--- config.mk ---
export PLATFORM = sky130hd
export DESIGN_NAME = riscv_main_ctrl
export DESIGN_NICKNAME = d
export VERILOG_FILES = /design/src/rtl/riscv_pkg.sv /design/src/rtl/riscv_alu_dec.sv /design/src/rtl/riscv_main_ctrl.sv
export SDC_FILE = /design/constraint.sdc
export NUM_CORES = 1
export LEC_CHECK = 0
export BUFFER_PORTS_ARGS = -buffer_cell sky130_fd_sc_hd__buf_2
export CAP_MARGIN = 20
export CORE_MARGIN = 5
export CORE_UTILIZATION = 51
export CTS_CLUSTER_SIZE = 25
export DETAILED_ROUTE_END_ITERATION = 7
export HOLD_SLACK_MARGIN = 0.05
export PLACE_DENSITY = 0.79
export SLEW_MARGIN = 15
export SYNTH_ARGS = -nofsm -noshare
export SYNTH_HDL_FRONTEND = slang
export SYNTH_SLANG_ARGS = --single-unit
export TNS_END_PERCENT = 10
--- constraint.sdc ---
create_clock -name clk -period 2.4 [get_ports clk]
set_input_delay 0.12 -clock clk [delete_from_list [all_inputs] [get_ports clk]]
set_output_delay 0.12 -clock clk [all_outputs]
set_load 0.01 [all_outputs]
--- src/rtl/riscv_pkg.sv ---
// Shared RV32I core types: FSM states, opcodes, ALU/extender op codes and
// the datapath mux select encodings used by the main controller.
package riscv_pkg;

    localparam int unsigned XLEN = 32;

    typedef enum logic [3:0] {
        S_FETCH   = 4'd0,
        S_DECODE  = 4'd1,
        S_MEM_ADR = 4'd2,
        S_MEM_RD  = 4'd3,
        S_MEM_WB  = 4'd4,
        S_MEM_WR  = 4'd5,
        S_EXCT_R  = 4'd6,
        S_EXCT_I  = 4'd7,
        S_ALU_WB  = 4'd8,
        S_BQ      = 4'd9,
        S_JAL     = 4'd10,
        S_JALR1   = 4'd11,
        S_JALR2   = 4'd12,
        S_LUI     = 4'd13,
        S_AUIPC   = 4'd14
    } state_t;

    typedef enum logic [6:0] {
        OP_L     = 7'b0000011,
        OP_I     = 7'b0010011,
        OP_AUIPC = 7'b0010111,
        OP_S     = 7'b0100011,
        OP_R     = 7'b0110011,
        OP_LUI   = 7'b0110111,
        OP_B     = 7'b1100011,
        OP_JALR  = 7'b1100111,
        OP_JAL   = 7'b1101111
    } opcode_e;

    typedef enum logic [3:0] {
        ALU_ADD  = 4'd0,
        ALU_SUB  = 4'd1,
        ALU_SLL  = 4'd2,
        ALU_SLT  = 4'd3,
        ALU_SLTU = 4'd4,
        ALU_XOR  = 4'd5,
        ALU_SRL  = 4'd6,
        ALU_SRA  = 4'd7,
        ALU_OR   = 4'd8,
        ALU_AND  = 4'd9
    } alu_op_e;

    typedef enum logic [2:0] {
        EXT_I = 3'd0,
        EXT_S = 3'd1,
        EXT_B = 3'd2,
        EXT_U = 3'd3,
        EXT_J = 3'd4
    } ext_op_e;

    typedef enum logic [2:0] {
        BR_EQ  = 3'b000,
        BR_NE  = 3'b001,
        BR_LT  = 3'b100,
        BR_GE  = 3'b101,
        BR_LTU = 3'b110,
        BR_GEU = 3'b111
    } branch_op_e;

    // Instruction class seen by the ALU decoder
    typedef enum logic [1:0] {
        IR_OP_R = 2'd0,
        IR_OP_I = 2'd1,
        IR_OP_B = 2'd2
    } ir_op_e;

    localparam logic [1:0] RES_ALUOUT = 2'b00;
    localparam logic [1:0] RES_DATA   = 2'b01;
    localparam logic [1:0] RES_ALURES = 2'b10;

    localparam logic [1:0] SRCA_PC    = 2'b00;
    localparam logic [1:0] SRCA_OLDPC = 2'b01;
    localparam logic [1:0] SRCA_RS1   = 2'b10;
    localparam logic [1:0] SRCA_ZERO  = 2'b11;

    localparam logic [1:0] SRCB_RS2   = 2'b00;
    localparam logic [1:0] SRCB_IMM   = 2'b01;
    localparam logic [1:0] SRCB_FOUR  = 2'b10;

endpackage

--- src/rtl/riscv_alu_dec.sv ---
// ALU operation decoder: maps funct3/funct7b5 and the instruction class
// (register, immediate or branch compare) onto an alu_op_e.
module riscv_alu_dec
    import riscv_pkg::*;
(
    input  ir_op_e     op_class,
    input  logic [2:0] funct3,
    input  logic       funct7b5,
    output alu_op_e    alu_op
);

    always_comb begin
        alu_op = ALU_ADD;
        if (op_class == IR_OP_B) begin
            // funct3 010/011 are not branches; ADD keeps the compare harmless
            case (funct3)
                BR_EQ, BR_NE:   alu_op = ALU_SUB;
                BR_LT, BR_GE:   alu_op = ALU_SLT;
                BR_LTU, BR_GEU: alu_op = ALU_SLTU;
                default:        alu_op = ALU_ADD;
            endcase
        end else begin
            case (funct3)
                3'b000:  alu_op = (op_class == IR_OP_R && funct7b5) ? ALU_SUB : ALU_ADD;
                3'b001:  alu_op = ALU_SLL;
                3'b010:  alu_op = ALU_SLT;
                3'b011:  alu_op = ALU_SLTU;
                3'b100:  alu_op = ALU_XOR;
                3'b101:  alu_op = funct7b5 ? ALU_SRA : ALU_SRL;
                3'b110:  alu_op = ALU_OR;
                default: alu_op = ALU_AND;
            endcase
        end
    end

endmodule

--- src/rtl/riscv_main_ctrl.sv ---
// Multicycle main control FSM for the RV32I core: sequences the shared
// datapath, handshakes with the unified memory port and counts retirements.
module riscv_main_ctrl
    import riscv_pkg::*;
#(
    parameter int unsigned XLEN = riscv_pkg::XLEN
) (
    input  logic            clk,
    input  logic            rst_n,
    input  logic [6:0]      opcode,
    input  logic [2:0]      funct3,
    input  logic            funct7b5,
    input  logic            alu_zero,
    input  logic            mem_ready,
    output logic            mem_req,
    output logic            mem_write,
    output logic            adr_src,
    output logic            ir_write,
    output logic            pc_write,
    output logic            pc_lsb_clr,
    output logic            reg_write,
    output logic [1:0]      result_src,
    output logic [1:0]      alu_src_a,
    output logic [1:0]      alu_src_b,
    output alu_op_e         alu_op,
    output ext_op_e         imm_src,
    output logic            illegal,
    output logic [3:0]      state_o,
    output logic [XLEN-1:0] instret
);

    state_t  state, state_n;
    ir_op_e  op_class;
    alu_op_e dec_op;
    logic    taken;
    logic    retire;
    logic    mem_req_c, mem_write_c, ir_write_c, pc_write_c;
    logic    pc_lsb_clr_c, reg_write_c, illegal_c;

    riscv_alu_dec u_alu_dec (
        .op_class (op_class),
        .funct3   (funct3),
        .funct7b5 (funct7b5),
        .alu_op   (dec_op)
    );

    always_comb begin
        case (state)
            S_EXCT_R: op_class = IR_OP_R;
            S_BQ:     op_class = IR_OP_B;
            default:  op_class = IR_OP_I;
        endcase
    end

    always_comb begin
        case (funct3)
            BR_EQ:                 taken = alu_zero;
            BR_NE:                 taken = !alu_zero;
            BR_LT, BR_LTU:         taken = !alu_zero;
            BR_GE, BR_GEU:         taken = alu_zero;
            default:               taken = 1'b0;
        endcase
    end

    always_ff @(posedge clk or negedge rst_n) begin
        if (!rst_n) begin
            state   <= S_FETCH;
            instret <= '0;
        end else begin
            state <= state_n;
            if (retire)
                instret <= instret + XLEN'(1);
        end
    end

    always_comb begin
        state_n      = state;
        mem_req_c    = 1'b0;
        mem_write_c  = 1'b0;
        ir_write_c   = 1'b0;
        pc_write_c   = 1'b0;
        pc_lsb_clr_c = 1'b0;
        reg_write_c  = 1'b0;
        illegal_c    = 1'b0;
        adr_src      = 1'b0;
        result_src   = RES_ALUOUT;
        alu_src_a    = SRCA_PC;
        alu_src_b    = SRCB_RS2;
        alu_op       = ALU_ADD;
        imm_src      = EXT_I;

        case (state)
            S_FETCH: begin
                mem_req_c  = 1'b1;
                alu_src_b  = SRCB_FOUR;
                result_src = RES_ALURES;
                ir_write_c = mem_ready;
                pc_write_c = mem_ready;
                if (mem_ready)
                    state_n = S_DECODE;
            end
            S_DECODE: begin
                alu_src_a = SRCA_OLDPC;
                alu_src_b = SRCB_IMM;
                imm_src   = (opcode == OP_JAL) ? EXT_J : EXT_B;
                case (opcode)
                    OP_L, OP_S: state_n = S_MEM_ADR;
                    OP_R:       state_n = S_EXCT_R;
                    OP_I:       state_n = S_EXCT_I;
                    OP_B:       state_n = S_BQ;
                    OP_JAL:     state_n = S_JAL;
                    OP_JALR:    state_n = S_JALR1;
                    OP_LUI:     state_n = S_LUI;
                    OP_AUIPC:   state_n = S_AUIPC;
                    default: begin
                        illegal_c = 1'b1;
                        state_n   = S_FETCH;
                    end
                endcase
            end
            S_MEM_ADR: begin
                alu_src_a = SRCA_RS1;
                alu_src_b = SRCB_IMM;
                imm_src   = (opcode == OP_S) ? EXT_S : EXT_I;
                state_n   = (opcode == OP_S) ? S_MEM_WR : S_MEM_RD;
            end
            S_MEM_RD: begin
                mem_req_c = 1'b1;
                adr_src   = 1'b1;
                if (mem_ready)
                    state_n = S_MEM_WB;
            end
            S_MEM_WB: begin
                result_src  = RES_DATA;
                reg_write_c = 1'b1;
                state_n     = S_FETCH;
            end
            S_MEM_WR: begin
                mem_req_c   = 1'b1;
                mem_write_c = 1'b1;
                adr_src     = 1'b1;
                if (mem_ready)
                    state_n = S_FETCH;
            end
            S_EXCT_R: begin
                alu_src_a = SRCA_RS1;
                alu_op    = dec_op;
                state_n   = S_ALU_WB;
            end
            S_EXCT_I: begin
                alu_src_a = SRCA_RS1;
                alu_src_b = SRCB_IMM;
                alu_op    = dec_op;
                state_n   = S_ALU_WB;
            end
            S_ALU_WB: begin
                reg_write_c = 1'b1;
                state_n     = S_FETCH;
            end
            S_BQ: begin
                alu_src_a  = SRCA_RS1;
                alu_op     = dec_op;
                pc_write_c = taken;
                state_n    = S_FETCH;
            end
            S_JAL: begin
                alu_src_a  = SRCA_OLDPC;
                alu_src_b  = SRCB_FOUR;
                pc_write_c = 1'b1;
                state_n    = S_ALU_WB;
            end
            S_JALR1: begin
                alu_src_a = SRCA_RS1;
                alu_src_b = SRCB_IMM;
                state_n   = S_JALR2;
            end
            S_JALR2: begin
                alu_src_a    = SRCA_OLDPC;
                alu_src_b    = SRCB_FOUR;
                pc_write_c   = 1'b1;
                pc_lsb_clr_c = 1'b1;
                state_n      = S_ALU_WB;
            end
            S_LUI: begin
                alu_src_a = SRCA_ZERO;
                alu_src_b = SRCB_IMM;
                imm_src   = EXT_U;
                state_n   = S_ALU_WB;
            end
            S_AUIPC: begin
                alu_src_a = SRCA_OLDPC;
                alu_src_b = SRCB_IMM;
                imm_src   = EXT_U;
                state_n   = S_ALU_WB;
            end
            default: state_n = S_FETCH;
        endcase
    end

    // Only completed instructions retire; the illegal path leaves from DECODE
    assign retire = (state_n == S_FETCH) &&
                    (state == S_MEM_WB || state == S_MEM_WR ||
                     state == S_ALU_WB || state == S_BQ);

    // Strobes are qualified by rst_n so a reset mid-access drops them at once
    assign mem_req    = rst_n & mem_req_c;
    assign mem_write  = rst_n & mem_write_c;
    assign ir_write   = rst_n & ir_write_c;
    assign pc_write   = rst_n & pc_write_c;
    assign pc_lsb_clr = rst_n & pc_lsb_clr_c;
    assign reg_write  = rst_n & reg_write_c;
    assign illegal    = rst_n & illegal_c;
    assign state_o    = state;

endmodule

== Word-level counts from Yosys, hierarchy flattened ==
Cells that the tools add are included.

* Bits in registers: 36
* Logic and storage cells: 98
* RAM bits: 0
* Memories: 0
* Output and inout port bits: 57
* Bits in latches: 0
* Input bits: 15
* Memory bits (read-only): 0

* Shifts and indexed selects: 0
* Reductions and logical operators: 28
* Muxes and demuxes: 29
* Magnitude comparators: 0
* Equal/unequal tests: 31
* Divide/modulo/power cells: 0
* Multiply operators: 0
* Bitwise gates (word level): 7
* Add/subtract/negate cells: 1

{| class="wikitable"
|+ Operators with widths
! cell !! count
|-
| case mux 4 bit (7 select lines) || 2
|-
| adder 32 x 1 -> 32 bit, second input constant || 1
|-
| case mux 4 bit (8 select lines) || 1
|-
| equality test 4 bit, second input constant || 7
|-
| equality test 7 x 6 -> 1 bit, second input constant || 3
|-
| equality test 7 bit, second input constant || 3
|-
| 2-to-1 mux 4 bit || 5
|-
| case mux 3 bit (3 select lines) || 2
|-
| equality test 4 x 3 -> 1 bit, second input constant || 4
|-
| OR reduction 2 bit || 8
|-
| OR reduction 3 bit || 5
|-
| equality test 7 x 5 -> 1 bit, second input constant || 2
|-
| equality test 3 bit, second input constant || 4
|-
| case mux 2 bit (2 select lines) || 3
|-
| OR reduction 6 bit || 2
|-
| 2-to-1 mux 1 bit || 11
|-
| OR reduction 9 bit || 1
|-
| equality test 4 x 2 -> 1 bit, second input constant || 2
|-
| zero test 4 bit || 2
|-
| AND 1 bit || 7
|-
| equality test 7 x 2 -> 1 bit, second input constant || 1
|-
| equality test 3 x 2 -> 1 bit, second input constant || 2
|-
| 2-to-1 mux 3 bit || 2
|-
| case mux 2 bit (3 select lines) || 1
|-
| other kinds (12) || 15
|}

== Depth between registers and ports, before layout ==
Gate-level depths: netlist of run 1.

* Word-level depth: 8
* Depth in mapped cells: 7

== Hierarchy ==
Synthesis of run 1 repeated with hierarchy kept, for this count alone.

* Cells, all modules: 271
* Area, all modules: 2449.8 µm²

{| class="wikitable"
|+ Modules (own cells, without submodules)
! module !! instances !! area each (µm²) !! cells an instance !! seq. area each (µm²)
|-
| riscv_main_ctrl || 1 || 2328.5 || 253 || 900.9
|-
| riscv_alu_dec || 1 || 121.4 || 18 || 0.0
|}

== Least setup slack after synthesis of run 1 ==
No wires, ideal clock.

* Kind: reg-to-reg
* From: register state[1] (netlist: state_o[1])
* To: register instret[19]
* Arrival: 1.820 ns
* Setup slack: 0.453 ns
* Cell stages (with the launch flop): 7
* Setup time: 0.127 ns
* Clock period less this slack: 1.947 ns
* Required time: 2.273 ns
* Buffers on the path: 1
* Cell sequence: dfrtp_1 -> buf_6 -> nand4b_1 -> nor3b_2 -> nand2_2 -> or4_4 -> xnor2_2

* Longest elaborated chain between the ends: 5

{| class="wikitable"
|+ RTL lines
! what !! RTL line !! RTL
|-
| from (decl) || riscv_main_ctrl.sv:32 || <nowiki>state_t state, state_n;</nowiki>
|-
| from (signal assigned) || riscv_main_ctrl.sv:70 || <nowiki>state <= state_n;</nowiki>
|-
| equality test 4 bit (tied with other cells) || riscv_main_ctrl.sv:92 || <nowiki>case (state)</nowiki>
|-
| OR reduction 6 bit (no line) or logical OR 1 bit (tied branches) || -- ||
|-
| case mux 4 bit (7 select lines) or logical OR 1 bit (tied branches) || riscv_main_ctrl.sv:92, riscv_main_ctrl.sv:202 ||
|-
| zero test 4 bit or logical OR 1 bit (tied branches) || riscv_main_ctrl.sv:201, riscv_main_ctrl.sv:203 ||
|-
| logical AND 1 bit (*) || riscv_main_ctrl.sv:201 || <nowiki>assign retire = (state_n == S_FETCH) &&</nowiki>
|-
| to (signal assigned) || riscv_main_ctrl.sv:72 || <nowiki>instret <= instret + XLEN'(1);</nowiki>
|-
| to (decl) || riscv_main_ctrl.sv:29 || <nowiki>output logic [XLEN-1:0] instret</nowiki>
|}

Every way passes the cells marked *; elsewhere a longest branch is shown, timed or not.
A chain may end at the register's enable or synchronous reset.

== Worst setup path in the final report of run 1 ==
* From: register state[1] (netlist: state_o[1])
* To: output port pc_write

* Longest elaborated chain between the ends: 4

{| class="wikitable"
|+ RTL lines
! what !! RTL line !! RTL
|-
| equality test 4 bit || riscv_main_ctrl.sv:92 ||
|-
| OR reduction 2 bit (no line) || -- ||
|-
| case mux 1 bit (3 select lines) (*) || riscv_main_ctrl.sv:92 ||
|-
| AND 1 bit (*) || riscv_main_ctrl.sv:209 || <nowiki>assign pc_write = rst_n & pc_write_c;</nowiki>
|-
| to (decl) || riscv_main_ctrl.sv:19 || <nowiki>output logic pc_write,</nowiki>
|}

Marks and branches as above.

==> out/qor.csv, run 1 <==
metric,value,unit
dpl hpwl,4250,um
Final Max Tran Viols,0,
Starting DRT DRC Count,93,
sequential share of the synthesized area,39.7,%
Die X,76.7,um
DIE AREA,5880,um^2
remaining antenna violation count after routing,0,
vias in the first global route,2107,
design area,2820,um^2
commonest register cell after synthesis,dfrtp_1,
crit path capture type,primary output,
GRT Residual Overflow,0,
top cell type's share of synthesized area,39.7,%
initial antenna violation count,0,
vias per cell,5.61,
Cell Pwr Density,478,nW/um^2
first-pass GRT wire length,9700,um
VDD IR max,0.562,mV
row cnt,24,
most frequent cell after synthesis,dfrtp_1,
max-capacitance violation count,0,
TritonCTS buffer count,5,
CTS Root Cell,clkbuf_8,
TritonCTS clock tree,done,
post-synth cell types,49,
diode count,0,
fin crit share,91.5,%
Nets,355,
CP required,2.28,ns
fillcell total,394,
status,finished clean,
post-synth top area cell,dfrtp_1,
DRC violations left,0,
ys async rst share,100,%
pin count of the biggest net entering global routing,27,
Avg WL per Cell,14.3,um
critical path class,flop to primary output,
final setup vio count,0,
vias,2193,
RePlAce Congestion,0.900,
setup TNS,0,ns
synth warn,0,
DR pass1 iterations,4,
Syn Area/Cell,8.69,um^2
H-Tree Depth,2,
Crit Path Max Fanout,14,
Synth Cell Area,2270,um^2
startpoint types,flop,
share of cells above drive strength 1,29.2,%
Final Util,65.2,%
P_leak,1.45,nW
number of flops mapped to enable cells by yosys,0,
Top-Level Pins,72,
Max Clock Freq,455,MHz
DRT Wirelength,5590,um
cell count after synthesis,261,
final hold vios,0,
clock sinks,36,
Yosys reg bits,36,
measured slew at the worst slew-check pin,0.501,ns
Port Buffers,71,
CP Data Arrival Time,2.08,ns
core area,4320,um^2
Worst Hold Class,input port to flop,
syn nets,277,
Longest Clk Path Bufs,2,
Area after DPL,2690,um^2
final clock skew,0.00666,ns
Area Overhead vs Synth,24.3,%
chip height,76.7,um
minimum clock period,2.20,ns
"top cells by area, synth","dfrtp_1 (40%), xor2_1 (6.9%), xnor2_1 (6.2%)",
clock latency on the worst-skew pair,0.29,ns
Hold WS,0.0944,ns
RSZ-0062 raised after global routing,no,
starting density of the core,52.5,%
Overall Power,1.35,mW
Slew headroom,66.5,%
total track usage,19.4,%
synth cell count leaders,"dfrtp_1 (36), nand2_1 (23), nor2_1 (22)",
"CTS clk-pin slew, worst paths",0.07,ns
-- metrics by stage --
stage	cells	setup slack [ns]
after floorplan	261	0.453
after detailed placement	380	0.294
after global routing	391	0.0272
after CTS	388	0.0646
final	391	0.204
after global placement	380	0.317
-- cells in the final DEF (no fill, tap or decap), types with 10 or more instances in the layout --
master	netlist	final
buf_2	2	71
buf_4	1	11
dfrtp_1	36	35
inv_1	12	12
nand2_1	23	23
nand3_1	10	10
nor2_1	22	22
nor3_1	17	17
o21ai_0	16	16
xnor2_1	16	16
xor2_1	18	18
-- registers in the layout, indices dropped and copies added (netlist names) --
signal   flops
state_o      4
instret     32
-- layer usage --
metal / up-vias / part of all wire [%] / GRT usage [%] / wire, um
met5: - / 0 / 0 / 0
met4: 0 / 0.81 / 4.72 / 45
met3: 4 / 5.0 / 4.10 / 281
met2: 68 / 49 / 32.2 / 2720
met1: 1043 / 45 / 25.8 / 2540
li1: 1078 / - / - / -
-- cell type report --
| cell class | instances | area (um^2) | area share [%] |
|---|---|---|---|
| tap | 52 | 65.1 | 2.31 |
| clock buffer | 7 | 96.3 | 3.42 |
| multi-input combinational | 201 | 1260 | 44.8 |
| timing repair buffer | 83 | 448 | 15.9 |
| inverter | 12 | 45.0 | 1.60 |
| sequential | 36 | 902 | 32.0 |
-- logic make-up after synthesis --
| logic type | Yosys count | share of synthesized area [%] |
|---|---|---|
| muxes | 1 | 0.496 |
| AOI/OAI and AO/OA | 42 | 11.9 |
| DFF | 36 | 39.7 |
| xor gates and xnor gates | 35 | 13.8 |
| and+or+nand+nor | 122 | 29.0 |
| adders and majority gates | 1 | 0.551 |
| buffers and inverters | 24 | 4.58 |
-- where the power goes --
group,switching [mW],total (mW),internal (mW)
Clock,0.209,0.465,0.256
Combinational,0.129,0.224,0.0950
Sequential,0.0309,0.660,0.630
Total,0.369,1.35,0.980
-- worst max-delay path, cell delays in order (launching register included) --
cell and delay [ns]:
dfrtp_2 0.42, buf_4 0.20, nor2b_1 0.14, and3_1 0.19
or4_1 0.41, a32oi_1 0.23, nor2b_1 0.07, buf_2 0.14
-- worst paths after layout --
kind                                          from                      end  slack, ns  cells past startpoint
max                           state_o[1]$_DFF_PN0_                 pc_write       0.20                      7
min                                      opcode[3]     state_o[0]$_DFF_PN0_       0.09                      2
max reg2reg                   state_o[2]$_DFF_PN0_  instret[22]$_DFFE_PN0P_       0.24                      6
min reg2reg                instret[31]$_DFFE_PN0P_  instret[31]$_DFFE_PN0P_       0.47                      1
max in group asynchronous                    rst_n  instret[19]$_DFFE_PN0P_       1.49                      3
min in group asynchronous                    rst_n     state_o[3]$_DFF_PN0_       0.27                      2
-- timing repair --
item                                    4_1_cts  5_1_grt
resized for setup                             0        1
endpoints found under the setup margin        0        1
hold endpoints to repair                     10        0
hold buffers                                  1        0
buffers inserted                              0        3
Power figures use the tool's default switching activity.
==> run 2: changes to the inputs <==
--- a/config.mk
+++ b/config.mk
@@ -5,14 +5,15 @@
 export SDC_FILE = /design/constraint.sdc
 export NUM_CORES = 1
 export LEC_CHECK = 0
+export ABC_AREA = 1
 export BUFFER_PORTS_ARGS = -buffer_cell sky130_fd_sc_hd__buf_2
 export CAP_MARGIN = 20
 export CORE_MARGIN = 5
-export CORE_UTILIZATION = 51
+export CORE_UTILIZATION = 54
 export CTS_CLUSTER_SIZE = 25
 export DETAILED_ROUTE_END_ITERATION = 7
 export HOLD_SLACK_MARGIN = 0.05
-export PLACE_DENSITY = 0.79
+export PLACE_DENSITY = 0.8
 export SLEW_MARGIN = 15
 export SYNTH_ARGS = -nofsm -noshare
 export SYNTH_HDL_FRONTEND = slang
==> run 2 against run 1 <==
Net effect: critical path depth rose by 1; sequential share of layout area decreased by 5.7 points; synthesized cell count is 87% higher; wire length up 48%; clock power down 11%; die area rose by 19%; sequential power up 4.5%; count of clock-buffer cells in the layout down 2; worst setup slack gained 0.14 ns; worst hold slack improved by 0.21 ns; combinational power rose to 4.2 times the previous value; critical endpoint is now instret[0]$_DFFE_PN0P_.
==> out/qor.csv, run 2 <==
metric,value,unit,change
DIE AREA,7010,um^2,+19%
DRC violations left,0,,unchanged
synth warn,0,,unchanged
Syn Area/Cell,6.03,um^2,-31%
Nets,574,,+62%
commonest register cell after synthesis,dfrtp_1,,
Slew headroom,67.9,%,+1.4 points
post-synth top area cell,dfrtp_1,,
cell count after synthesis,487,,+87%
max FFs per register,32,,unchanged
RSZ-0062 raised after global routing,no,,
first-pass GRT wire length,14200,um,+46%
Hold Path Origin,mem_ready,,
vias in the first global route,3169,,+50%
Worst Hold Class,input port to flop,,
Cell Pwr Density,595,nW/um^2,+24%
critical path class,flop to flop,,
reg-to-reg setup timing slack,0.35,ns,+0.11 ns
Avg WL per Cell,13.2,um,-7.9%
dpl hpwl,6370,um,+50%
"most common cell after layout, fill and taps aside",nand2_1,,
share of cells above drive strength 1,17.4,%,-12 points
hold path cells,5,,+3
Starting DRT DRC Count,192,,+110%
Max Clock Freq,487,MHz,+6.9%
core area,5200,um^2,+20%
synth cell count leaders,"nand2_1 (185), nor2_1 (77), inv_1 (49)",,
CP Data Arrival Time,2.23,ns,+0.15 ns
GRT Residual Overflow,0,,unchanged
post-synth cell types,31,,-37%
top cell type's share of synthesized area,30.7,%,-9.0 points
row cnt,26,,+8.3%
final setup vio count,0,,unchanged
syn nets,503,,+82%
"CTS clk-pin slew, worst paths",0.07,ns,about the same
post-route insts no fill,628,,+61%
Crit Path Max Fanout,21,,+7
fillcell total,508,,+29%
most frequent cell after synthesis,nand2_1,,
Setup Buffers After CTS,0,,unchanged
diode count,0,,unchanged
max-capacitance violation count,0,,unchanged
Largest Register,instret,,
CTS Hold Bufs,1,,unchanged
startpoint types,flop,,
H-Tree Depth,2,,unchanged
final hold vios,0,,unchanged
status,finished clean,,
Die X,83.7,um,+9.2%
most frequent cells in the layout,"nand2_1 (185), nor2_1 (77), buf_2 (71), inv_1 (49), nand4_1 (37)",,
DRT Wirelength,8260,um,+48%
measured slew at the worst slew-check pin,0.481,ns,-0.0197 ns
TritonCTS buffer count,5,,unchanged
minimum clock period,2.05,ns,-0.142 ns
Synth Cell Area,2940,um^2,+29%
DP Cell Count,620,,+63%
vias,3420,,+56%
pre-CTS setup slack,0.388,ns,+0.0938 ns
Area Overhead vs Synth,16.6,%,
Worst Hold Path EP,state_o[2]$_DFF_PN0_,,
Setup WS post-layout,0.346,ns,+0.142 ns
setup TNS,0,ns,unchanged
clock latency on the worst-skew pair,0.29,ns,about the same
vias per cell,5.45,,-2.9%
VDD IR max,0.396,mV,-29%
CTS Root Cell,clkbuf_8,,
Longest Clk Path Bufs,2,,unchanged
FF-to-FF path depth,8,,+2
CP required,2.58,ns,+0.30 ns
final clock skew,0.0118,ns,+0.00512 ns
number of flops mapped to enable cells by yosys,0,,unchanged
TritonCTS clock tree,done,,
Final Max Tran Viols,0,,unchanged
P_leak,1.93,nW,+33%
total track usage,23.8,%,+4.4 points
post_cts resized,0,,unchanged
RePlAce Congestion,0.989,,+10%
initial antenna violation count,0,,unchanged
ys async rst share,100,%,unchanged
fin crit share,85.6,%,-5.9 points
Port Buffers,71,,unchanged
r2r endpoint,instret[0]$_DFFE_PN0P_,,
remaining antenna violation count after routing,0,,unchanged
Top-Level Pins,72,,unchanged
sequential share of the synthesized area,30.7,%,-9.0 points
chip height,83.7,um,+9.2%
pin count of the biggest net entering global routing,44,,+63%
RR Startpoint,state_o[3]$_DFF_PN0_,,
Yosys reg bits,36,,unchanged
DR pass1 iterations,5,,+1
"top cells by area, synth","dfrtp_1 (31%), nand2_1 (24%), nor2_1 (9.8%)",,
starting density of the core,56.4,%,+4.0 points
crit path capture type,flop,,
clock sinks,36,,unchanged
==> run 2: changes by cell type after synthesis, moves of 25 or more <==
cell / delta
nand2_1: +162
nand4_1: +30
nand3_1: +25
inv_1: +37
nor2_1: +55
==> run 2: kinds of logic after synthesis <==
family | synth area share, %
and+or+nand+nor | 52.5
buffers and inverters | 9.89
DFF | 30.7
AOI/OAI and AO/OA | 3.24
xor gates and xnor gates | 3.28
adders and majority gates | 0.426
==> run 2: critical path, cell delays in order (launching register included) <==
cell and delay, ns:
dfrtp_1 0.46, inv_2 0.10, nand2_1 0.07, nand2_1 0.12
nand2_1 0.16, inv_1 0.34, nand3_2 0.45, nand2_1 0.18
nand2_1 0.06
==> run 2: final cells by class <==
type / count / area (um^2) / area share (%)
multi-input combinational: 383 / 1750 / 51.0
sequential: 36 / 901 / 26.3
timing repair buffer: 77 / 403 / 11.8
inverter: 55 / 206 / 6.03
tap: 70 / 87.6 / 2.56
clock buffer: 5 / 68.8 / 2.01
clock inverter: 2 / 12.5 / 0.365
==> run 2: worst max path at each step <==
stage,endpoint,startpoint,slack (ns),cells after the start
detailed placement,instret[0]$_DFFE_PN0P_,state_o[3]$_DFF_PN0_,0.39,8
global placement,instret[2]$_DFFE_PN0P_,state_o[0]$_DFF_PN0_,0.49,11
finish,instret[0]$_DFFE_PN0P_,state_o[3]$_DFF_PN0_,0.35,8
floorplan,illegal,state_o[2]$_DFF_PN0_,0.68,5
CTS,illegal,state_o[1]$_DFF_PN0_,0.34,6
global route,instret[13]$_DFFE_PN0P_,state_o[3]$_DFF_PN0_,0.14,8
==> run 2: stage by stage <==
stage	area (um^2)	hold slack, ns	total power [mW]	utilization, %
after floorplan	2940	-0.176	1.37	-
after global placement	3330	0.206	1.60	64.0
after detailed placement	3330	0.215	1.62	64.0
after CTS	3420	0.292	2.03	65.8
after global routing	3420	0.327	2.16	65.8
final	3420	0.300	2.04	65.8
==> run 2: metal layers <==
metal / part of all wire (%) / GRT usage, % / up-vias / routed length, um
met1: 42 / 29.6 / 1532 / 3500
met5: 0 / 0 / - / 0
met4: 2.4 / 7.75 / 0 / 196
li1: - / - / 1690 / -
met2: 46 / 41.0 / 171 / 3830
met3: 8.8 / 4.74 / 27 / 727
==> run 2: where the power goes <==
part	internal (mW)	switching (mW)	total (mW)	leakage [nW]
clock	0.196	0.217	0.414	0.0400
sequential	0.642	0.0480	0.690	0.498
combinational	0.282	0.651	0.932	1.39
total	1.12	0.916	2.04	1.93
